**config.mk**
```make
export PLATFORM = sky130hd
export DESIGN_NAME = ddr2_wr_burst
export DESIGN_NICKNAME = d
export VERILOG_FILES = /design/src/rtl/ddr2_wr_burst.sv
export SDC_FILE = /design/constraint.sdc
export NUM_CORES = 2
export LEC_CHECK = 0
export CAP_MARGIN = 20
export CORE_ASPECT_RATIO = 0.9
export CORE_MARGIN = 4
export CORE_UTILIZATION = 62
export DETAILED_ROUTE_END_ITERATION = 10
export GPL_TIMING_DRIVEN = 0
export PLACE_DENSITY = 0.8
export SLEW_MARGIN = 30
export SYNTH_ARGS = -nofsm -noshare
export SYNTH_HDL_FRONTEND = slang
export SYNTH_SLANG_ARGS = --single-unit
export TNS_END_PERCENT = 5
```
**constraint.sdc**
```tcl
create_clock -name clk -period 8.24 [get_ports clk]
set_clock_uncertainty 0.1 [all_clocks]
set_input_delay 1.648 -clock clk [delete_from_list [all_inputs] [get_ports clk]]
set_output_delay 1.648 -clock clk [all_outputs]
set_load 0.03 [all_outputs]
```
**src/rtl/ddr2_wr_burst.sv**
```systemverilog
// Write-side burst assembler: buffers packed words in a show-ahead FIFO and issues
// one write command followed by BURST_LEN data beats (zero-padded on flush).
module ddr2_wr_burst #(
  parameter int unsigned DATA_WIDTH = 64,
  parameter int unsigned ADDR_WIDTH = 24,
  parameter int unsigned BURST_LEN  = 4,
  parameter int unsigned FIFO_DEPTH = 16,
  parameter int unsigned ADDR_BASE  = 0
) (
  input  logic                          clk,
  input  logic                          reset,
  input  logic [DATA_WIDTH-1:0]         din,
  input  logic                          din_vd,
  input  logic                          flush,
  output logic                          cmd_en,
  output logic [ADDR_WIDTH-1:0]         cmd_addr,
  input  logic                          cmd_rdy,
  output logic [DATA_WIDTH-1:0]         wr_data,
  output logic                          wr_en,
  input  logic                          wr_rdy,
  output logic [$clog2(FIFO_DEPTH):0]   fifo_count,
  output logic                          ovf,
  output logic                          burst_done
);
  localparam int unsigned PTR_W  = $clog2(FIFO_DEPTH);
  localparam int unsigned CNT_W  = PTR_W + 1;
  localparam int unsigned BEAT_W = $clog2(BURST_LEN) + 1;

  typedef enum logic [1:0] {IDLE, CMD, DATA} state_t;
  state_t state, state_nxt;

  logic [DATA_WIDTH-1:0] mem [FIFO_DEPTH];
  logic [PTR_W-1:0]      wr_ptr, rd_ptr, rd_ptr_inc;
  logic                  push, pop, full;
  logic                  flush_pend, flush_pend_nxt;
  logic [BEAT_W-1:0]     beat, beat_nxt, real_beats, real_beats_nxt;
  logic                  cmd_en_nxt, wr_en_nxt, burst_done_nxt;
  logic [DATA_WIDTH-1:0] wr_data_nxt;
  logic [ADDR_WIDTH-1:0] cmd_addr_nxt;

  assign full       = (fifo_count == CNT_W'(FIFO_DEPTH));
  assign push       = din_vd && !full;
  assign rd_ptr_inc = rd_ptr + PTR_W'(1);

  // FIFO storage needs no reset: only slots below fifo_count are ever read
  always_ff @(posedge clk) begin
    if (push) mem[wr_ptr] <= din;
  end

  always_ff @(posedge clk or negedge reset) begin
    if (!reset) begin
      wr_ptr     <= '0;
      rd_ptr     <= '0;
      fifo_count <= '0;
      ovf        <= 1'b0;
    end else begin
      if (push) wr_ptr <= wr_ptr + PTR_W'(1);
      if (pop)  rd_ptr <= rd_ptr_inc;
      if (push && !pop)      fifo_count <= fifo_count + CNT_W'(1);
      else if (!push && pop) fifo_count <= fifo_count - CNT_W'(1);
      if (din_vd && full) ovf <= 1'b1;
    end
  end

  always_ff @(posedge clk or negedge reset) begin
    if (!reset) begin
      state      <= IDLE;
      cmd_en     <= 1'b0;
      wr_en      <= 1'b0;
      wr_data    <= '0;
      cmd_addr   <= ADDR_WIDTH'(ADDR_BASE);
      burst_done <= 1'b0;
      flush_pend <= 1'b0;
      beat       <= '0;
      real_beats <= '0;
    end else begin
      state      <= state_nxt;
      cmd_en     <= cmd_en_nxt;
      wr_en      <= wr_en_nxt;
      wr_data    <= wr_data_nxt;
      cmd_addr   <= cmd_addr_nxt;
      burst_done <= burst_done_nxt;
      flush_pend <= flush_pend_nxt;
      beat       <= beat_nxt;
      real_beats <= real_beats_nxt;
    end
  end

  // Outputs are computed one cycle ahead so cmd_en/wr_en/wr_data leave flops
  always_comb begin
    state_nxt      = state;
    cmd_en_nxt     = 1'b0;
    wr_en_nxt      = 1'b0;
    wr_data_nxt    = '0;
    burst_done_nxt = 1'b0;
    cmd_addr_nxt   = cmd_addr;
    beat_nxt       = beat;
    real_beats_nxt = real_beats;
    pop            = 1'b0;
    flush_pend_nxt = flush_pend | flush;
    case (state)
      IDLE: begin
        if (fifo_count >= CNT_W'(BURST_LEN) || (flush_pend && fifo_count != '0)) begin
          state_nxt      = CMD;
          cmd_en_nxt     = 1'b1;
          real_beats_nxt = (fifo_count >= CNT_W'(BURST_LEN)) ? BEAT_W'(BURST_LEN)
                                                             : BEAT_W'(fifo_count);
          if (flush_pend && fifo_count <= CNT_W'(BURST_LEN)) flush_pend_nxt = 1'b0;
        end else if (flush_pend) begin
          flush_pend_nxt = 1'b0;
        end
      end
      CMD: begin
        cmd_en_nxt = 1'b1;
        if (cmd_rdy) begin
          state_nxt   = DATA;
          cmd_en_nxt  = 1'b0;
          wr_en_nxt   = 1'b1;
          beat_nxt    = '0;
          wr_data_nxt = (real_beats != '0) ? mem[rd_ptr] : '0;
        end
      end
      DATA: begin
        wr_en_nxt   = 1'b1;
        wr_data_nxt = wr_data;
        if (wr_rdy) begin
          pop = (beat < real_beats);
          if (beat == BEAT_W'(BURST_LEN - 1)) begin
            state_nxt      = IDLE;
            wr_en_nxt      = 1'b0;
            wr_data_nxt    = '0;
            burst_done_nxt = 1'b1;
            cmd_addr_nxt   = cmd_addr + ADDR_WIDTH'(BURST_LEN);
          end else begin
            beat_nxt = beat + BEAT_W'(1);
            // next real word sits one past the head being popped now
            wr_data_nxt = (beat_nxt < real_beats) ? mem[rd_ptr_inc] : '0;
          end
        end
      end
      default: state_nxt = IDLE;
    endcase
  end
endmodule

```
# Word level (Yosys, flattened, before mapping)

Memory sizes are Yosys's and may differ from the RTL's.
Cells that the tools add are included.

Register bits after elaboration: 114
Memory bits (writable): 1024
Output and inout bits: 97
Logic and storage cells: 89
Memories kept: 1

$add $sub $neg: 6
$lt $le $gt $ge: 4
Equality and inequality tests: 9
Multiplexer cells: 36
Bitwise logic cells: 1
Reductions and logical operators: 19

Memory list:

| name | depth | bits a word | rd ports | clocked after memory_dff | write ports | line | RTL |
|---|---|---|---|---|---|---|---|
| mem  | 16    | 64          | 2        | 0                        | 1           | 32   | `logic [DATA_WIDTH-1:0] mem [FIFO_DEPTH];` |

Operators with widths:

| cell                    | count |
|---|---|
| $mux W64                | 5 |
| $pmux W64 S2            | 1 |
| $add A24 B3 Y24 const B | 1 |
| $mux W1                 | 16 |
| $mux W3                 | 4 |
| $mux W5                 | 2 |
| $ne A2 B2 Y1 const B    | 5 |
| $add A4 B1 Y4 const B   | 2 |
| $mux W2                 | 4 |
| $reduce_and A4 Y1       | 2 |
| $logic_and A1 B1 Y1     | 6 |
| $lt A3 B3 Y1            | 2 |
| $pmux W2 S3             | 1 |
| $pmux W3 S2             | 1 |
| $add A5 B1 Y5 const B   | 1 |
| $eq A5 B5 Y1 const B    | 1 |
| $ge A5 B3 Y1 const B    | 1 |
| $le A5 B3 Y1 const B    | 1 |
| $reduce_bool A5 Y1      | 1 |
| $sub A5 B1 Y5 const B   | 1 |
| $pmux W1 S2             | 2 |
| $reduce_bool A2 Y1      | 2 |
| $add A3 B1 Y3 const B   | 1 |
| $eq A3 B2 Y1 const B    | 1 |
| 9 further kinds         | 11 |

# Longest topological paths before layout

Depth after elaboration: 7
Gate-level depth with buffers: 13
Gate-level depth less buffers: 12

# Least setup slack after synthesis

Ideal clock, no wire load.

Path type: input port to flip-flop
Start: input port din_vd
End: memory mem[3][0], enable pin
Library setup time: 0.564 ns
Arrival: 6.732 ns
Data required time: 7.576 ns
Slack: 0.843 ns
Cell stages on the path: 4
Cells stage by stage: inv_1 > a31oi_1 > nand2_1 > nor3_1

Word-level cells in the longest chain between the ends: 3

Ends and longest elaborated chain:

| what                          | line | RTL |
|---|---|---|
| from (decl)                   | 13   | `input logic din_vd,` |
| $logic_and A1 B1 Y1           | 42   | `assign push = din_vd && !full;` |
| named net push                | 34   | `logic push, pop, full;` |
| $mux W1                       | 47   | `if (push) mem[wr_ptr] <= din;` |
| $mux W1 (not written as such) | 47   |  |
| to (decl)                     | 32   |  |

The timed path passes the listed nets, and every way through them passes these cells.

# Worst setup path after layout

Start: input port din_vd
End: memory mem[3][27], enable pin

Same word-level chain as after synthesis.

==> impl_results.md <==
* Status: finished clean
* Fin. Hold Viols at 0
* Slew @ Worst Pin at 1.12 ns
* Root Buffer: clkbuf_16
* VDD IR max at 0.261 mV
* Crit end category: flip-flop
* Worst r2r dst: mem[3][27]
* Yosys reg bits at 1136
* First-pass GRT wire length at 220000 microns
* H-tree depth at 3
* Arr. time, crit path at 4.87 ns
* Final Core Density at 73.0%
* Async SR Flop Fraction at 9.86%
* Worst Reg-to-Reg Cells at 8
* 1st-iter DRT viols at 5074
* Vias per cell at 7.44
* Full die area at 0.0881 sq mm
* Most frequent CP cell: buf_4
* Leakage power at 19.9 nW
* Req. time, crit path at 8.55 ns
* Vias in the first global route at 33000
* Final #Nets at 3145
* Max-cap violations at 0
* Routed Antenna Nets at 0
* Crit path max fanout at 9
* Total GRT Usage at 34.3%
* Post-Place Cells at 4064
* CTS tree: built
* Later-pin clock latency in the skew report at 0.70 ns
* # IOs at 167
* HPWL Detailed at 98100 microns
* NetSw at 7.89 mW
* Min-Delay Path Class: flip-flop to flip-flop
* Die height at 282 microns
* Synth top area share at 59.4%
* RSZ-0062 raised after global routing: no
* First-pass DRT Iterations at 5
* Max-slew violations at 0
* Hold_sp: ovf
* Worst Hold Path Cells at 1
* Largest net degree at the start of global routing at 59
* Comb pwr share at 44.1%
* Routed vias at 31868
* Core Rows at 100
* Port bufs at 164
* Yosys warns at 0
* Initial Util at 62.6%
* Area contributors post-synth: edfxtp_1 (59%), mux4_2 (19%), dfrtp_1 (5.4%)
* GPL Wtd Cong at 0.823
* CP max stage cell: nor3_2
* Syn_area_per_cell at 19.3 sq um
* Final worst slack at 3.68 ns
* Worst setup startpoint: din_vd
* Worst path max stage delay at 0.77 ns
* Distinct cells, synth at 52
* Setup Fix Bufs, Post-CTS at 0
* Cells after Synth at 2681
* Drt wl/cell at 35.0 microns
* Grt total ovfl at 0
* Share of cells above drive strength 1 at 33.4%
* Pre-CTS WS at 3.05 ns
* Critical path type: input pin to flip-flop
* Die Width at 313 microns
* Power per cell area at 370 mW/mm^2
* FMAX at 219 MHz
* Final min period at 4.56 ns
* Yosys top cell by area: edfxtp_1
* Max_slew headroom at 25.2%
* Core Area at 0.0827 sq mm
* CTS Hold Bufs at 0
* Clk sinks at 1136
* Clock buffers created by TritonCTS at 111
* Number of enable flip-flop cells after synthesis at 1024
* Max clock buf depth at 3
* Sw Share at 35.4%
* Post-cts resize count at 0
* Reg clk slew, reported paths at 0.06 ns
* Reg2reg setup slack at 4.46 ns
* Ys flop type: edfxtp_1
* Area growth syn-to-layout at 16.6%
* DR DRC count at 0
* Final setup violation count at 0
* Clk network pwr share at 23.0%
* Register share of total power at 32.9%
* RR Startpoint: fifo_count[0]
* CP Launch Type: input pin
* Initial antenna violation count at 11
* CP Cell Sequence: clkdlybuf4s50_1, inv_1, a31oi_1, nand2_1, nor3_2, buf_4, buf_4, buf_6, buf_4
* Mapped cell area at 0.0517 sq mm
* Tcrit/Tclk final at 55.4%
* Non-filler cells, final at 4284
* WL final at 150000 microns
* Hold Path Sink: ovf
* Internal power at 14.4 mW
* Sequential share of the synthesized area at 64.8%
worst max-delay path: cells and delay by family:
| kind | cells | cell delay, ns |
|---|---|---|
| buf+inv | 6 | 1.38 |
| simple gates | 2 | 1.22 |
| compound gates | 1 | 0.60 |
layer usage:
layer,track usage [%],vias to the layer above,part of all wire [%]
li1,-,12184,-
met3,9.95,567,13
met2,55.7,2696,48
met4,16.1,4,5.4
met5,0,-,0.019
met1,43.7,16417,33
worst max-delay path by stage:
stage / cells after the start / to
after floorplan: 4 / mem[3][0]
after global placement: 5 / mem[3][37]
after detailed placement: 9 / mem[3][22]
after CTS: 9 / mem[3][27]
after global routing: 9 / mem[3][24]
final: 9 / mem[3][27]
Yosys cell counts, types with 4 or more instances:
cell type,count
a221oi_1,13
o22ai_1,12
nand2b_1,9
a22oi_1,64
a211oi_1,51
nand4_1,4
buf_1,9
edfxtp_1,1024
and4_1,4
inv_1,12
buf_2,98
buf_4,12
and3_1,10
o221ai_1,51
buf_6,23
o21ai_0,22
xor2_1,13
a2111oi_0,4
mux2_2,131
nand3_1,56
ha_1,19
nor2b_1,51
a2111oi_2,47
mux2i_1,78
o211ai_1,14
nand2_1,94
xnor2_1,21
clkbuf_1,61
nor3_1,6
nor2_1,75
mux4_2,448
dfrtp_1,112
through the flow:
step | power, mW | instance area [sq um] | setup TNS [ns] | hold WS, ns
after detailed placement | 17.0 | 56600 | 0 | 0.379
after floorplan | 13.9 | 51700 | 0 | 0.363
after CTS | 22.2 | 60300 | 0 | 0.393
after global routing | 23.0 | 60300 | 0 | 0.402
after global placement | 16.6 | 54800 | -2393.50 | 0.349
final | 22.3 | 60300 | 0 | 0.390
registers in the layout (all words and copies together), names as in the netlist, 2 cells and up:
| name | cells |
|---|---|
| mem | 1024 |
| wr_data | 64 |
| cmd_addr | 22 |
| fifo_count | 5 |
| rd_ptr | 4 |
| wr_ptr | 4 |
| beat | 3 |
| real_beats | 3 |
| state | 2 |
layout by cell type (no fill, tap or decap), drive strengths merged, types with 10 or more instances in the layout:
master and count:
inv 17, and3 10, a22oi 64, nand2 94, o22ai 12, a221oi 13, nand3 56, mux4 448
ha 19, clkinv 47, nor2 75, a2111oi 51, xnor2 21, o221ai 51, diode 10, mux2 131
o21ai 22, o211ai 14, xor2 13, dfrtp 112, clkbuf 205, clkdlybuf4s50 163, nor2b 52, a211oi 51
edfxtp 1024, bufinv 10, buf 238, mux2i 78
power groups by stage:
stage	clock network, mW	logic (mW)	registers, mW
after floorplan	0	6.37	7.58
final	5.14	9.84	7.34
after CTS	5.14	9.73	7.33
after detailed placement	0	9.61	7.43
after global placement	0	9.14	7.51
after global routing	5.41	10.2	7.39
final cells by class:
| class | instances | area, sq um |
|---|---|---|
| fillers | 4655 | 22400 |
| clock buffers | 143 | 3060 |
| inverters | 12 | 45.0 |
| diodes | 10 | 25.0 |
| plain buffers | 203 | 1110 |
| repair buffers | 260 | 3350 |
| flip-flops and latches | 1136 | 33600 |
| well taps | 1122 | 1400 |
| clock inverters | 67 | 628 |
| multi-input cells | 1331 | 17200 |
logic make-up (layout without fill, tap and decap cells):
family,Yosys count,count (layout),share of synthesized area (%)
fa+ha+maj,20,20,0.498
simple gates,320,320,2.95
buf+inv,215,685,2.22
flops,1136,1136,64.8
compound gates,298,298,5.05
mux,657,657,23.9
other cells,1,12,0.00725
xor+xnor,34,34,0.576
(Power assumes the default switching activity.)
